$ cat config.mk
export PLATFORM = sky130hd
export DESIGN_NAME = ram_stream_out_flat
export DESIGN_NICKNAME = d
export VERILOG_FILES = /design/src/rtl/ram_stream_out_pkg.sv /design/src/rtl/ram_stream_out_if.sv /design/src/rtl/ram_stream_out_fifo.sv /design/src/rtl/ram_stream_out.sv /design/src/flat_wrapper.sv
export SDC_FILE = /design/constraint.sdc
export NUM_CORES = 1
export LEC_CHECK = 0
export BUFFER_PORTS_ARGS = -buffer_cell sky130_fd_sc_hd__buf_2
export CAP_MARGIN = 20
export CORE_ASPECT_RATIO = 1.4
export CORE_MARGIN = 2
export CORE_UTILIZATION = 45
export CTS_CLUSTER_DIAMETER = 200
export DETAILED_ROUTE_END_ITERATION = 8
export PLACE_DENSITY_LB_ADDON = 0.2
export SLEW_MARGIN = 20
export SYNTH_ARGS = -nofsm -noshare
export SYNTH_HDL_FRONTEND = slang
export SYNTH_HIERARCHICAL = 1
export SYNTH_SLANG_ARGS = --single-unit
$ cat constraint.sdc
create_clock -name iCLK -period 2.65 [get_ports iCLK]
set_input_delay 0.1325 -clock iCLK [delete_from_list [all_inputs] [get_ports iCLK]]
set_output_delay 0.1325 -clock iCLK [all_outputs]
set_load 0.02 [all_outputs]
$ cat src/rtl/ram_stream_out_pkg.sv
// Constants and types shared by the pixel pipeline stages.
// The RAM geometry and default frame size are common to every stage.
package ram_stream_out_pkg;

    localparam int AW_DEF     = 17;
    localparam int DW_DEF     = 24;
    localparam int NPIX_DEF   = 76800;
    localparam int RD_LAT_DEF = 2;

    typedef enum logic [1:0] {
        ST_IDLE  = 2'd0,
        ST_RUN   = 2'd1,
        ST_DRAIN = 2'd2,
        ST_DONE  = 2'd3
    } state_t;

    // The output FIFO must cover every read in flight plus the head word and one
    // slot of slack, so that issuing stays continuous while iREADY is high.
    function automatic int fifo_depth(input int rd_lat);
        return rd_lat + 2;
    endfunction

endpackage

$ cat src/rtl/ram_stream_out_if.sv
// RAM read port and output stream of the readout stage, grouped with the sequencer handshake.
interface ram_stream_out_if
    import ram_stream_out_pkg::*;
#(
    parameter int AW = AW_DEF,
    parameter int DW = DW_DEF
);

    logic          ena;
    logic          done;
    logic [DW-1:0] oDataA;
    logic          wrenA;
    logic [AW-1:0] iAddrA;
    logic          iREADY;
    logic          oDVAL;
    logic [DW-1:0] oDATA;
    logic          oBUSY;

    modport master (
        input  ena, oDataA, iREADY,
        output done, wrenA, iAddrA, oDVAL, oDATA, oBUSY
    );

    modport slave (
        output ena, oDataA, iREADY,
        input  done, wrenA, iAddrA, oDVAL, oDATA, oBUSY
    );

endinterface

$ cat src/rtl/ram_stream_out_fifo.sv
// Small output FIFO with a registered head word; push and pop may occur in the same cycle.
// A push into an empty FIFO is visible on head/valid one cycle later (no bypass).
module stream_fifo #(
    parameter int DEPTH = 4,
    parameter int DW    = 24,
    parameter int CW    = $clog2(DEPTH + 1)
) (
    input  logic          clk,
    input  logic          rst_n,
    input  logic          push,
    input  logic [DW-1:0] wdata,
    input  logic          pop,
    output logic [DW-1:0] head,
    output logic          valid,
    output logic [CW-1:0] count
);

    localparam int PW = (DEPTH > 1) ? $clog2(DEPTH) : 1;

    logic [PW-1:0] rd_ptr_q, rd_ptr_d;
    logic [PW-1:0] wr_ptr_q, wr_ptr_d;
    logic [CW-1:0] cnt_q, cnt_d;
    logic [DW-1:0] head_q, head_d;
    logic [DW-1:0] mem_q [DEPTH];
    logic          do_pop;

    function automatic logic [PW-1:0] ptr_inc(input logic [PW-1:0] p);
        return (p == PW'(DEPTH - 1)) ? '0 : p + 1'b1;
    endfunction

    assign do_pop = pop && (cnt_q != '0);

    always_comb begin
        rd_ptr_d = rd_ptr_q;
        wr_ptr_d = wr_ptr_q;
        cnt_d    = cnt_q;
        head_d   = head_q;
        if (push) wr_ptr_d = ptr_inc(wr_ptr_q);
        if (do_pop) rd_ptr_d = ptr_inc(rd_ptr_q);
        if (push && !do_pop) cnt_d = cnt_q + 1'b1;
        else if (!push && do_pop) cnt_d = cnt_q - 1'b1;
        // The head copy tracks whichever word becomes the new front entry.
        if (push && ((cnt_q == '0) || (do_pop && cnt_q == CW'(1)))) head_d = wdata;
        else if (do_pop && cnt_q > CW'(1)) head_d = mem_q[rd_ptr_d];
    end

    always_ff @(posedge clk or negedge rst_n) begin
        if (!rst_n) begin
            rd_ptr_q <= '0;
            wr_ptr_q <= '0;
            cnt_q    <= '0;
            head_q   <= '0;
        end else begin
            rd_ptr_q <= rd_ptr_d;
            wr_ptr_q <= wr_ptr_d;
            cnt_q    <= cnt_d;
            head_q   <= head_d;
        end
    end

    always_ff @(posedge clk) begin
        if (push) mem_q[wr_ptr_q] <= wdata;
    end

    fifo_no_overflow_a: assert property (@(posedge clk) disable iff (!rst_n)
        !(push && !do_pop && cnt_q == CW'(DEPTH)));

    assign head  = head_q;
    assign valid = (cnt_q != '0);
    assign count = cnt_q;

endmodule

$ cat src/rtl/ram_stream_out.sv
// Readout stage: on ena, reads NPIX words from the pixel RAM in address order and
// streams them downstream with backpressure, raising done after the last transfer.
module ram_stream_out
    import ram_stream_out_pkg::*;
#(
    parameter int NPIX   = NPIX_DEF,
    parameter int AW     = AW_DEF,
    parameter int DW     = DW_DEF,
    parameter int RD_LAT = RD_LAT_DEF
) (
    input  logic                 iCLK,
    input  logic                 iRST_N,
    ram_stream_out_if.master     bus
);

    localparam int DEPTH = fifo_depth(RD_LAT);
    localparam int CW    = $clog2(DEPTH + 1);
    localparam logic [AW:0] NPIX_C = (AW + 1)'(NPIX);
    localparam logic [AW:0] LAST_C = NPIX_C - 1'b1;

    state_t            state_q, state_d;
    logic [AW:0]       issue_cnt_q, issue_cnt_d;
    logic [AW-1:0]     addr_q, addr_d;
    logic [RD_LAT-1:0] vld_q, vld_d;
    logic              done_q, done_d;

    logic              issue;
    logic [CW-1:0]     inflight;
    logic [CW-1:0]     fifo_cnt;
    logic [CW:0]       used;
    logic              credit_ok;
    logic              fifo_vld;
    logic [DW-1:0]     fifo_head;
    logic              pop;

    always_comb begin
        inflight = '0;
        for (int i = 0; i < RD_LAT; i++) inflight = inflight + CW'(vld_q[i]);
    end

    // Reads in flight already own a FIFO slot, so the FIFO can never overflow.
    assign used      = {1'b0, inflight} + {1'b0, fifo_cnt};
    assign credit_ok = (used < (CW + 1)'(DEPTH));
    assign pop       = fifo_vld && bus.iREADY;

    always_comb begin
        state_d     = state_q;
        issue_cnt_d = issue_cnt_q;
        addr_d      = addr_q;
        done_d      = done_q;
        issue       = 1'b0;
        case (state_q)
            ST_IDLE, ST_DONE: begin
                if (bus.ena) begin
                    state_d     = ST_RUN;
                    done_d      = 1'b0;
                    issue_cnt_d = '0;
                end
            end
            ST_RUN: begin
                if ((issue_cnt_q < NPIX_C) && credit_ok) begin
                    issue       = 1'b1;
                    addr_d      = issue_cnt_q[AW-1:0];
                    issue_cnt_d = issue_cnt_q + 1'b1;
                    if (issue_cnt_q == LAST_C) state_d = ST_DRAIN;
                end
            end
            ST_DRAIN: begin
                // Finish on the edge that retires the final word.
                if ((inflight == '0) &&
                    ((fifo_cnt == '0) || (fifo_cnt == CW'(1) && pop))) begin
                    state_d = ST_DONE;
                    done_d  = 1'b1;
                end
            end
            default: state_d = ST_IDLE;
        endcase
    end

    always_comb begin
        vld_d    = '0;
        vld_d[0] = issue;
        for (int i = 1; i < RD_LAT; i++) vld_d[i] = vld_q[i-1];
    end

    always_ff @(posedge iCLK or negedge iRST_N) begin
        if (!iRST_N) begin
            state_q     <= ST_IDLE;
            issue_cnt_q <= '0;
            addr_q      <= '0;
            vld_q       <= '0;
            done_q      <= 1'b0;
        end else begin
            state_q     <= state_d;
            issue_cnt_q <= issue_cnt_d;
            addr_q      <= addr_d;
            vld_q       <= vld_d;
            done_q      <= done_d;
        end
    end

    stream_fifo #(
        .DEPTH (DEPTH),
        .DW    (DW),
        .CW    (CW)
    ) u_fifo (
        .clk   (iCLK),
        .rst_n (iRST_N),
        .push  (vld_q[RD_LAT-1]),
        .wdata (bus.oDataA),
        .pop   (pop),
        .head  (fifo_head),
        .valid (fifo_vld),
        .count (fifo_cnt)
    );

    assign bus.iAddrA = addr_d;
    assign bus.wrenA  = 1'b0;
    assign bus.done   = done_q;
    assign bus.oDVAL  = fifo_vld;
    assign bus.oDATA  = fifo_head;
    assign bus.oBUSY  = (state_q == ST_RUN) || (state_q == ST_DRAIN);

endmodule

$ cat src/flat_wrapper.sv
// flat-port wrapper written by rule: the top's interface ports become plain ports
module ram_stream_out_flat import ram_stream_out_pkg::*;
#(
    parameter int NPIX   = NPIX_DEF,
    parameter int AW     = AW_DEF,
    parameter int DW     = DW_DEF,
    parameter int RD_LAT = RD_LAT_DEF
)
  (iCLK, iRST_N, bus_ena, bus_oDataA, bus_iREADY, bus_done, bus_wrenA, bus_iAddrA, bus_oDVAL, bus_oDATA, bus_oBUSY);
  ram_stream_out_if #(.AW(AW), .DW(DW)) bus_i ();
  input  logic iCLK;
  input  logic iRST_N;
  input wire logic [$bits(bus_i.ena)-1:0] bus_ena;
  input wire logic [$bits(bus_i.oDataA)-1:0] bus_oDataA;
  input wire logic [$bits(bus_i.iREADY)-1:0] bus_iREADY;
  output wire logic [$bits(bus_i.done)-1:0] bus_done;
  output wire logic [$bits(bus_i.wrenA)-1:0] bus_wrenA;
  output wire logic [$bits(bus_i.iAddrA)-1:0] bus_iAddrA;
  output wire logic [$bits(bus_i.oDVAL)-1:0] bus_oDVAL;
  output wire logic [$bits(bus_i.oDATA)-1:0] bus_oDATA;
  output wire logic [$bits(bus_i.oBUSY)-1:0] bus_oBUSY;
  assign bus_i.ena = bus_ena;
  assign bus_i.oDataA = bus_oDataA;
  assign bus_i.iREADY = bus_iREADY;
  assign bus_done = bus_i.done;
  assign bus_wrenA = bus_i.wrenA;
  assign bus_iAddrA = bus_i.iAddrA;
  assign bus_oDVAL = bus_i.oDVAL;
  assign bus_oDATA = bus_i.oDATA;
  assign bus_oBUSY = bus_i.oBUSY;
  ram_stream_out #(.NPIX(NPIX), .AW(AW), .DW(DW), .RD_LAT(RD_LAT)) u_core (.iCLK(iCLK), .iRST_N(iRST_N), .bus(bus_i));
endmodule
==> flow_metrics.env, run 1 <==
export IMPL_grt_first_pass_wirelength_um=24500
export IMPL_synth_edf_count=96
export IMPL_routed_via_density=5.51
export IMPL_critPathKind="flip-flop to output pin"
export IMPL_dpl_cell_count=748
export IMPL_core_area_mm2=0.0160
export IMPL_cts_sinks=167
export IMPL_overflow=0
export IMPL_grt_pass1_vias=4603
export IMPL_numCtsBuffers=17
export IMPL_nets=644
export IMPL_final_cell_mix="edfxtp_1 (96), dfrtp_1 (70), buf_2 (63), mux2i_1 (51)"
export IMPL_rsz0062_at_grt="true"
export IMPL_grt_max_degree=72
export IMPL_routed_wl_um=15100
export IMPL_tightest_slew_ns=0.987
export IMPL_fin_util_pct=55.5
export IMPL_io_pins=73
export IMPL_antenna_left=0
export IMPL_synth_top_area_share_pct=39.7
export IMPL_fmax_ghz=0.381
export IMPL_drc=0
export IMPL_ys_seq_area_share_pct=64.1
export IMPL_yosys_warnings=6
export IMPL_peakVddDrop_mv=0.692
export IMPL_finalNonFillerCells=811
export IMPL_die_w_um=111
export IMPL_hpwl_um=9030
export IMPL_start_kind="flip-flop"
export IMPL_critPathRequiredTime_ns=2.52
export IMPL_clock_root_buffer="clkbuf_16"
export IMPL_final_common_cell="edfxtp_1"
export IMPL_rows=55
export IMPL_min_path_cells=4
export IMPL_cap_viol_max_count=0
export IMPL_grt_usage_pct=18.5
export IMPL_drtPass1Iterations=6
export IMPL_cts_max_level=4
export IMPL_ys_async_sr_fraction_pct=42.5
export IMPL_syn_avg_cell_area_um2=14.9
export IMPL_setup_violations=0
export IMPL_vias=4465
export IMPL_dieHeight_um=154
export IMPL_clk_pin_slew_ns=0.06
export IMPL_dieArea_mm2=0.0172
export IMPL_power_density_mw_per_mm2=1160
export IMPL_period_share_pct=98.9
export IMPL_area_growth_pct=21.9
export IMPL_status="finished clean"
export IMPL_final_max_slew_viol_count=0
export IMPL_cts_tree="done"
export IMPL_drive_gt1_share_pct=29.2
export IMPL_cp_arrival_ns=2.49
export IMPL_critPathCaptureType="output pin"
export IMPL_hold_class="primary input to flip-flop"
export IMPL_post_dp_cell_area_mm2=0.00785
export IMPL_power_total_mw=10.3
export IMPL_wl_per_cell_um=18.6
export IMPL_hold_violations=0
export IMPL_netlist_top_cell_by_area="edfxtp_1"
export IMPL_finish_instance_area_mm2=0.00886
export IMPL_routabilityCongestion=0.771
export IMPL_initial_core_util_pct=45.5
export IMPL_drt_first_iter_violations=200
export IMPL_p_leak_nw=3.73
export IMPL_synth_area_mm2=0.00727
export IMPL_num_fill_cells=1302
export IMPL_synth_area_leaders="edfxtp_1 (40%), dfrtp_1 (24%), mux2i_1 (7.0%)"
export IMPL_n_antenna_cell=0
export IMPL_finalCriticalPeriod_ns=2.62
export IMPL_clk_latency_ns=0.42
export IMPL_slew_headroom_pct=34.2
export IMPL_rr_worst_depth=11
export IMPL_path_max_fanout=5
export IMPL_fin_skew_ns=0.00834
export IMPL_yosys_most_used_dff="edfxtp_1"
export IMPL_synth_cells=489
export IMPL_io_buffers=71
export IMPL_clockBufferDepth=2
export IMPL_antenna_found_initial=0
export IMPL_synth_cell_types=56
export IMPL_ys_seq_elements=167
export IMPL_syn_num_nets=534
## cells in the mapped netlist, drive strengths merged (2+ instances only)
cell and count:
and2 9, nor2 12, a21boi 2, nand4 3, nor2b 2, ha 17, a22o 2, and4 3
a211o 5, inv 14, buf 17, a31oi 8, nor3 6, nand3 9, dfrtp 71, o22ai 24
and3 11, nand2 13, nand2b 26, xor2 2, nor4 3, clkbuf 8, mux2 19, mux2i 52
edfxtp 96, o21ai 8, a31o 2, a221oi 24, o21a 3, a21oi 7
## report_power, final
part           internal (mW)  total (mW)  switching [mW]
clock                   1.39        2.40            1.01
sequential              3.32        3.57           0.248
combinational           1.79        4.28            2.49
total                   6.50        10.3            3.76
## sequential cells by signal (all words and copies together) (netlist names)
signal	cells
u_core/addr_q	17
u_core/bus.done	1
u_core/issue_cnt_q	18
u_core/state_q	2
u_core/u_fifo/count	3
u_core/u_fifo/head	24
u_core/u_fifo/mem_q	96
u_core/u_fifo/rd_ptr_q	2
u_core/u_fifo/wr_ptr_q	2
u_core/vld_q	2
## per-layer routing
metal / wire length [µm] / GRT usage [%] / part of all wire [%] / vias up
met5: 0 / 0 / 0 / -
met4: 261 / 7.17 / 1.7 / 0
met3: 545 / 3.76 / 3.6 / 19
met2: 8220 / 33.5 / 55 / 93
met1: 6050 / 21.4 / 40 / 2245
li1: - / - / - / 2108
## worst paths after layout
check / startpoint / end / slack (ns)
hold / removal: bus_ena / u_core/bus.done$_DFFE_PN0P_ / 0.07
hold reg to reg: u_core/vld_q[0]$_DFF_PN0_ / u_core/vld_q[1]$_DFF_PN0_ / 0.41
setup reg to reg: u_core/u_fifo/count[1]$_DFFE_PN0P_ / u_core/u_fifo/head[16]$_DFFE_PN0P_ / 0.17
setup / recovery: u_core/vld_q[1]$_DFF_PN0_ / bus_iAddrA[13] / 0.03
max in group asynchronous: iRST_N / u_core/u_fifo/count[1]$_DFFE_PN0P_ / 1.55
min in group asynchronous: iRST_N / u_core/addr_q[5]$_DFF_PN0_ / 0.40
## through the flow
stage	hold WS, ns	worst slack (ns)	setup TNS (ns)
after detailed placement	0.356	0.191	0
after floorplan	-0.163	0.352	0
after global placement	0.357	0.329	0
after global routing	0.107	-0.0745	-1.08
final	0.0714	0.0281	0
after CTS	0.0501	-0.0647	-0.767
## timing repair
item | in CTS | in global routing
buffers inserted | 4 | 0
pin swaps | 4 | 2
resized for setup | 28 | 1
setup endpoints to repair | 17 | 36
endpoints found under the hold margin | 167 | 0
gates cloned | 2 | 0
hold buffers | 25 | 0
## kinds of logic after synthesis
group,share of synthesized area [%]
xor gates and xnor gates,0.362
muxes,10.3
adders and majority gates,2.93
buffers and inverters,3.06
AOI/OAI and AO/OA,10.6
other,0.0516
and+or+nand+nor,8.59
DFF,64.1
## layout make-up
class | count | area [µm²] | share of cell area, %
flip-flops and latches | 167 | 4660 | 52.6
well taps | 199 | 249 | 2.81
clock inverters | 15 | 154 | 1.74
clock buffers | 17 | 425 | 4.80
multi-input cells | 285 | 2490 | 28.1
inverters | 14 | 52.6 | 0.593
repair buffers | 114 | 828 | 9.35
## worst max-delay path, cell delays in order (launching register included)
cell and delay, ns:
dfrtp_1 0.40, ha_2 0.21, ha_4 0.20, and3_4 0.15, nor4_4 0.22, and2_4 0.29
nand2_8 0.10, mux2_4 0.37, buf_6 0.14
Note: power is estimated with default switching activity, not from simulation.
==> run 2, diff against run 1 <==
==> constraint.sdc (replaced) <==
create_clock -name iCLK -period 2.4 [get_ports iCLK]
set_input_delay 0.12 -clock iCLK [delete_from_list [all_inputs] [get_ports iCLK]]
set_output_delay 0.12 -clock iCLK [all_outputs]
set_load 0.02 [all_outputs]
==> run 2 against run 1 <==
Utilization grew 0.41 points. The flow now finishes with violations (setup timing). Final area up 0.73%. Global-route usage shrank 0.077 points. Critical endpoint is now bus_iAddrA[8].
==> flow_metrics.env, run 2 (synthesis gave the netlist of run 1 again) <==
export IMPL_clockBufferDepth=2
export IMPL_drive_gt1_share_pct=29.6
export IMPL_nets=651
export IMPL_cts_sinks=167
export IMPL_rsz0062_at_grt="true"
export IMPL_fmax_ghz=0.394
export IMPL_rows=55
export IMPL_path_max_fanout=4
export IMPL_start_kind="flip-flop"
export IMPL_initial_core_util_pct=45.5
export IMPL_tightest_slew_ns=0.951
export IMPL_final_cell_mix="edfxtp_1 (96), dfrtp_1 (71), buf_2 (62), mux2i_1 (51)"
export IMPL_num_fill_cells=1297
export IMPL_largest_register="u_core/u_fifo/mem_q"
export IMPL_setup_violations=17
export IMPL_final_common_cell="edfxtp_1"
export IMPL_antenna_found_initial=0
export IMPL_dieHeight_um=154
export IMPL_critPathKind="flip-flop to output pin"
export IMPL_rr_worst_depth=11
export IMPL_wl_per_cell_um=18.7
export IMPL_p_leak_nw=3.77
export IMPL_grt_pass1_vias=4738
export IMPL_cts_tree="done"
export IMPL_drtPass1Iterations=4
export IMPL_io_buffers=71
export IMPL_routabilityCongestion=0.785
export IMPL_seq_area_mm2=0.00466
export IMPL_dieArea_mm2=0.0172
export IMPL_drc=0
export IMPL_clock_root_buffer="clkbuf_16"
export IMPL_largest_reg_flops=96
export IMPL_antenna_left=0
export IMPL_final_max_slew_viol_count=0
export IMPL_fin_skew_ns=0.0121
export IMPL_io_pins=73
export IMPL_fin_util_pct=55.9
export IMPL_finalCriticalPeriod_ns=2.54
export IMPL_vias=4484
export IMPL_core_area_mm2=0.0160
export IMPL_min_path_cells=4
export IMPL_numCtsBuffers=17
export IMPL_die_w_um=111
export IMPL_cap_viol_max_count=0
export IMPL_critPathCaptureType="output pin"
export IMPL_area_growth_pct=22.8
export IMPL_cp_arrival_ns=2.42
export IMPL_grt_first_pass_wirelength_um=24500
export IMPL_cts_max_level=4
export IMPL_hold_ws_ns=0.0688
export IMPL_period_share_pct=106
export IMPL_hpwl_um=9240
export IMPL_setup_ws_ns=-0.137
export IMPL_routed_via_density=5.49
export IMPL_grt_usage_pct=18.4
export IMPL_status="complete, but fails checks"
export IMPL_clk_latency_ns=0.43
export IMPL_hold_violations=0
export IMPL_hold_class="primary input to flip-flop"
export IMPL_multi_input_area_mm2=0.00248
export IMPL_peakVddDrop_mv=0.695
export IMPL_clk_pin_slew_ns=0.06
export IMPL_routed_wl_um=15300
export IMPL_overflow=0
export IMPL_slew_headroom_pct=36.6
export IMPL_n_antenna_cell=0
export IMPL_power_density_mw_per_mm2=1280
export IMPL_violations="setup timing"
export IMPL_critPathRequiredTime_ns=2.28
export IMPL_drt_first_iter_violations=296
export IMPL_grt_max_degree=72
## run 2: cell types whose count changed in the layout (fill, tap and decap cells not counted), moves of 2 or more
cell      delta
clkinv_4     -2
buf_4        +7
clkbuf_1     +2
clkinv_2     -2
## run 2: metal layers
metal	track usage, %	part of all wire, %	vias up
met5	0	0	-
met4	7.41	1.7	0
met3	3.80	3.5	17
met2	33.5	54	93
met1	21.1	41	2273
li1	-	-	2101
## run 2: layout make-up
| class | count | area share [%] |
|---|---|---|
| tap | 199 | 2.79 |
| sequential | 167 | 52.2 |
| inverter | 14 | 0.589 |
| clock buffer | 20 | 5.01 |
| timing repair buffer | 121 | 9.94 |
| clock inverter | 11 | 1.67 |
| multi-input combinational | 285 | 27.8 |
## run 2: what timing repair did
| item | CTS | global route |
|---|---|---|
| endpoints found under the hold margin | 167 | 0 |
| endpoints found under the setup margin | 17 | 23 |
| resized for setup | 23 | 8 |
| gates cloned | 2 | 0 |
| setup buffers | 3 | 2 |
| hold buffers | 25 | 0 |
| pin swaps | 3 | 1 |
## run 2: worst paths after layout
kind                                               startpoint  slack, ns                                 end
max                                 u_core/vld_q[0]$_DFF_PN0_      -0.14                       bus_iAddrA[8]
min                                                   bus_ena       0.07         u_core/bus.done$_DFFE_PN0P_
max reg2reg                u_core/u_fifo/count[1]$_DFFE_PN0P_       0.11  u_core/u_fifo/head[11]$_DFFE_PN0P_
min reg2reg                        u_core/addr_q[5]$_DFF_PN0_       0.49          u_core/addr_q[5]$_DFF_PN0_
max in group asynchronous                              iRST_N       1.40   u_core/u_fifo/head[2]$_DFFE_PN0P_
min in group asynchronous                              iRST_N       0.40          u_core/addr_q[3]$_DFF_PN0_
## run 2: through the flow
stage | area, µm² | instances | TNS (ns) | power (mW) | setup slack, ns
after floorplan | 7270 | 489 | 0 | 7.36 | 0.102
after detailed placement | 7900 | 754 | 0 | 8.54 | 0.110
after global routing | 8920 | 817 | -3.48 | 12.1 | -0.210
after CTS | 8880 | 815 | -2.58 | 11.5 | -0.176
final | 8920 | 817 | -2.16 | 11.5 | -0.137
after global placement | 7900 | 754 | 0 | 8.40 | 0.190
## run 2: critical path, cell delays in order (launching register included)
cell	delay, ns
dfrtp_1	0.40
ha_2	0.21
ha_4	0.21
and3_4	0.15
nor4_4	0.16
and2_4	0.31
nand2_4	0.11
mux2_4	0.33
buf_6	0.13
## run 2: power breakdown
group | internal [mW] | total, mW | switching (mW)
Clock | 1.66 | 2.74 | 1.08
Sequential | 3.66 | 3.93 | 0.267
Combinational | 2.01 | 4.79 | 2.78
==> run 3, diff against run 2 <==
--- a/config.mk
+++ b/config.mk
@@ -16,5 +16,4 @@
 export SLEW_MARGIN = 20
 export SYNTH_ARGS = -nofsm -noshare
 export SYNTH_HDL_FRONTEND = slang
-export SYNTH_HIERARCHICAL = 1
 export SYNTH_SLANG_ARGS = --single-unit
==> run 3 against run 2 <==
The flow still finishes with violations (setup timing). Die area rose by 0.17%. Synthesized cell count rose by 19%. Critical path depth rose by 2. Combinational power rose by 9.0%. Sequential power barely moved. Cell count rose by 13%. Non-clock buffer count rose by 30. Hold slack improved by 0.14 ns. Routed wire length rose by 21%. Clock power barely moved. Final area rose by 4.5%. Power rose by 3.8%. Critical path type unchanged. Critical endpoint is now bus_iAddrA[5].
==> flow_metrics.env, run 3 <==
export IMPL_core_area_mm2=0.0160
export IMPL_io_pins=73
export IMPL_routed_wl_um=18400
export IMPL_setup_violations=18
export IMPL_clockPowerShare_pct=22.9
export IMPL_fin_skew_ns=0.0104
export IMPL_yosys_area_share_simple_pct=8.82
export IMPL_initial_core_util_pct=45.4
export IMPL_grt_max_degree=72
export IMPL_area_growth_pct=28.1
export IMPL_drtPass1Iterations=6
export IMPL_peakVddDrop_mv=0.750
export IMPL_syn_avg_cell_area_um2=12.5
export IMPL_antenna_found_initial=1
export IMPL_p_leak_nw=3.80
export IMPL_clock_root_buffer="clkbuf_16"
export IMPL_synth_xor_area_share_pct=0.361
export IMPL_synth_top_family_by_area="compound AO/OA/AOI/OAI gates"
export IMPL_wl_per_cell_um=19.9
export IMPL_die_w_um=111
export IMPL_routabilityCongestion=0.861
export IMPL_synthAdderAreaFrac_pct=2.92
export IMPL_ys_async_sr_fraction_pct=42.5
export IMPL_tightest_slew_ns=0.979
export IMPL_synth_edf_count=96
export IMPL_clk_latency_ns=0.42
export IMPL_min_from="bus_ena"
export IMPL_r2r_start="u_core.vld_q[1]$_DFF_PN0_"
export IMPL_final_common_cell="edfxtp_1"
export IMPL_netlist_top_cell_by_area="edfxtp_1"
export IMPL_dieHeight_um=154
export IMPL_finalCriticalPeriod_ns=2.60
export IMPL_violations="setup timing"
export IMPL_final_max_slew_viol_count=0
export IMPL_fmax_ghz=0.385
export IMPL_overflow=0
export IMPL_p_comb_share_pct=43.9
export IMPL_yosys_most_used_dff="edfxtp_1"
export IMPL_ys_seq_elements=167
export IMPL_path_max_fanout=4
export IMPL_cts_tree="done"
export IMPL_setup_ws_ns=-0.196
export IMPL_post_dp_cell_area_mm2=0.00806
export IMPL_cellInternalPower_mw=7.47
export IMPL_hold_end="u_core.bus.done$_DFFE_PN0P_"
export IMPL_cap_viol_max_count=0
export IMPL_seqPwrFrac_pct=33.2
export IMPL_start_kind="flip-flop"
export IMPL_critPathRequiredTime_ns=2.28
export IMPL_ys_seq_area_share_pct=64.0
export IMPL_synth_top_area_share_pct=39.6
export IMPL_rows=55
export IMPL_critPathCaptureType="output pin"
export IMPL_nets=759
export IMPL_largest_reg_flops=96
export IMPL_rr_worst_depth=10
export IMPL_syn_num_nets=629
export IMPL_synth_most_common_cell="edfxtp_1"
export IMPL_cts_max_level=4
export IMPL_synth_area_mm2=0.00728
export IMPL_clockBufferDepth=2
export IMPL_period_share_pct=108
export IMPL_min_path_cells=3
export IMPL_routed_via_density=5.80
export IMPL_cp_arrival_ns=2.48
export IMPL_synth_compound_area_share_pct=16.8
export IMPL_clk_pin_slew_ns=0.06
export IMPL_hold_class="primary input to flip-flop"
export IMPL_synthTopCellsByCount="edfxtp_1 (96), dfrtp_1 (71), nand3_1 (56)"
export IMPL_io_buffers=71
export IMPL_hold_violations=0
export IMPL_final_cell_mix="edfxtp_1 (96), dfrtp_1 (70), nand3_1 (55), buf_2 (53), o21ai_0 (52)"
export IMPL_r2r_setup_slack_ns=-0.01
export IMPL_drive_gt1_share_pct=28.3
export IMPL_yosys_warnings=0
export IMPL_antenna_left=0
export IMPL_grt_pass1_vias=5677
export IMPL_rsz0062_at_grt="true"
export IMPL_synth_area_leaders="edfxtp_1 (40%), dfrtp_1 (24%), a21o_1 (5.2%)"
export IMPL_vias=5380
export IMPL_numCtsBuffers=17
export IMPL_synth_cell_types=53
export IMPL_muxShareOfSynthArea_pct=4.06
export IMPL_power_density_mw_per_mm2=1280
export IMPL_switchingPower_mw=4.43
export IMPL_finish_instance_area_mm2=0.00932
export IMPL_slew_headroom_pct=34.7
export IMPL_dp_slack_ns=0.0122
export IMPL_drc=0
export IMPL_hpwl_um=10900
export IMPL_drt_first_iter_violations=420
export IMPL_switching_share_pct=37.2
export IMPL_grt_first_pass_wirelength_um=29100
export IMPL_status="complete, but fails checks"
export IMPL_synth_cells=584
export IMPL_largest_register="u_core.u_fifo.mem_q"
export IMPL_dieArea_mm2=0.0172
export IMPL_critPathKind="flip-flop to output pin"
export IMPL_grt_usage_pct=21.6
export IMPL_rr_endpoint="u_core.issue_cnt_q[9]$_DFFE_PN0P_"
export IMPL_cts_sinks=167
run 3: cell count changes in the layout (fill, tap and decap cells not counted), moves of 12 or more:
cell      delta
a221oi_2    -21
nand2b_1    -21
buf_4       +25
a21o_1      +50
o21ai_0     +44
buf_6       +12
nand3_1     +46
mux2i_1     -44
a31oi_1     +16
run 3: per-layer routing:
layer	up-vias	GRT usage (%)	share of wire (%)
met3	37	4.62	5.6
met2	196	38.2	53
met1	2679	24.9	39
met5	-	0	0
li1	2468	-	-
met4	0	10.2	2.7
run 3: cells by family after synthesis:
family,count (synthesis)
flip-flops,167
other,1
adder cells (fa/ha/maj),17
AO/OA/AOI/OAI,188
multiplexers,26
XOR/XNOR,3
buffers and inverters,56
AND/OR/NAND/NOR,126
run 3: layout make-up:
class	count	area (µm²)
fill	1326	6710
sequential	167	4660
multi-input combinational	361	2560
timing repair buffer	151	1200
clock buffer	20	437
tap	199	249
clock inverter	12	153
inverter	16	60.1
antenna	1	2.50
run 3: worst max-delay path by stage:
stage | to | from | depth (start not counted) | slack [ns]
final | bus_iAddrA[5] | u_core.vld_q[1]$_DFF_PN0_ | 10 | -0.20
after global placement | u_core.issue_cnt_q[9]$_DFFE_PN0P_ | u_core.vld_q[1]$_DFF_PN0_ | 7 | 0.1
after floorplan | u_core.addr_q[14]$_DFF_PN0_ | u_core.vld_q[1]$_DFF_PN0_ | 9 | 0.01
after CTS | bus_iAddrA[13] | u_core.vld_q[1]$_DFF_PN0_ | 10 | -0.20
after detailed placement | u_core.issue_cnt_q[9]$_DFFE_PN0P_ | u_core.vld_q[1]$_DFF_PN0_ | 7 | 0.01
after global routing | bus_iAddrA[3] | u_core.vld_q[1]$_DFF_PN0_ | 10 | -0.32
run 3: timing repair:
item / in CTS / in global routing
endpoints found under the setup margin: 18 / 46
endpoints found under the hold margin: 167 / 0
pin swaps: 5 / 4
gates resized for setup: 40 / 46
hold buffers: 25 / 0
cloned: 1 / 1
setup buffers: 12 / 5
run 3: metrics by stage:
stage / power (mW) / hold slack (ns) / instances / TNS, ns / util (%)
floorplan: 6.96 / -0.176 / 584 / 0 / -
global placement: 8.49 / 0.337 / 854 / 0 / 50.2
detailed placement: 8.63 / 0.347 / 854 / 0 / 50.2
CTS: 11.7 / 0.190 / 922 / -2.67 / 57.1
global route: 12.6 / 0.231 / 927 / -4.44 / 58.1
finish: 11.9 / 0.209 / 927 / -2.17 / 58.1
run 3: power groups by stage:
| stage | combinational, mW | sequential, mW | clock (mW) |
|---|---|---|---|
| after floorplan | 2.76 | 4.20 | 0 |
| after global placement | 4.52 | 3.96 | 0 |
| after detailed placement | 4.64 | 3.99 | 0 |
| after CTS | 5.00 | 3.94 | 2.78 |
| after global routing | 5.66 | 4.01 | 2.89 |
| final | 5.22 | 3.95 | 2.73 |
run 3: worst max-delay path, cell delays in order, from the launching register on:
cell and delay [ns]:
dfrtp_1 0.40, ha_2 0.20, ha_4 0.16, nor3_4 0.16, nand2_2 0.10, a21oi_2 0.13, and2_4 0.18, buf_6 0.12
clkbuf_16 0.15, mux2_4 0.31, buf_6 0.13
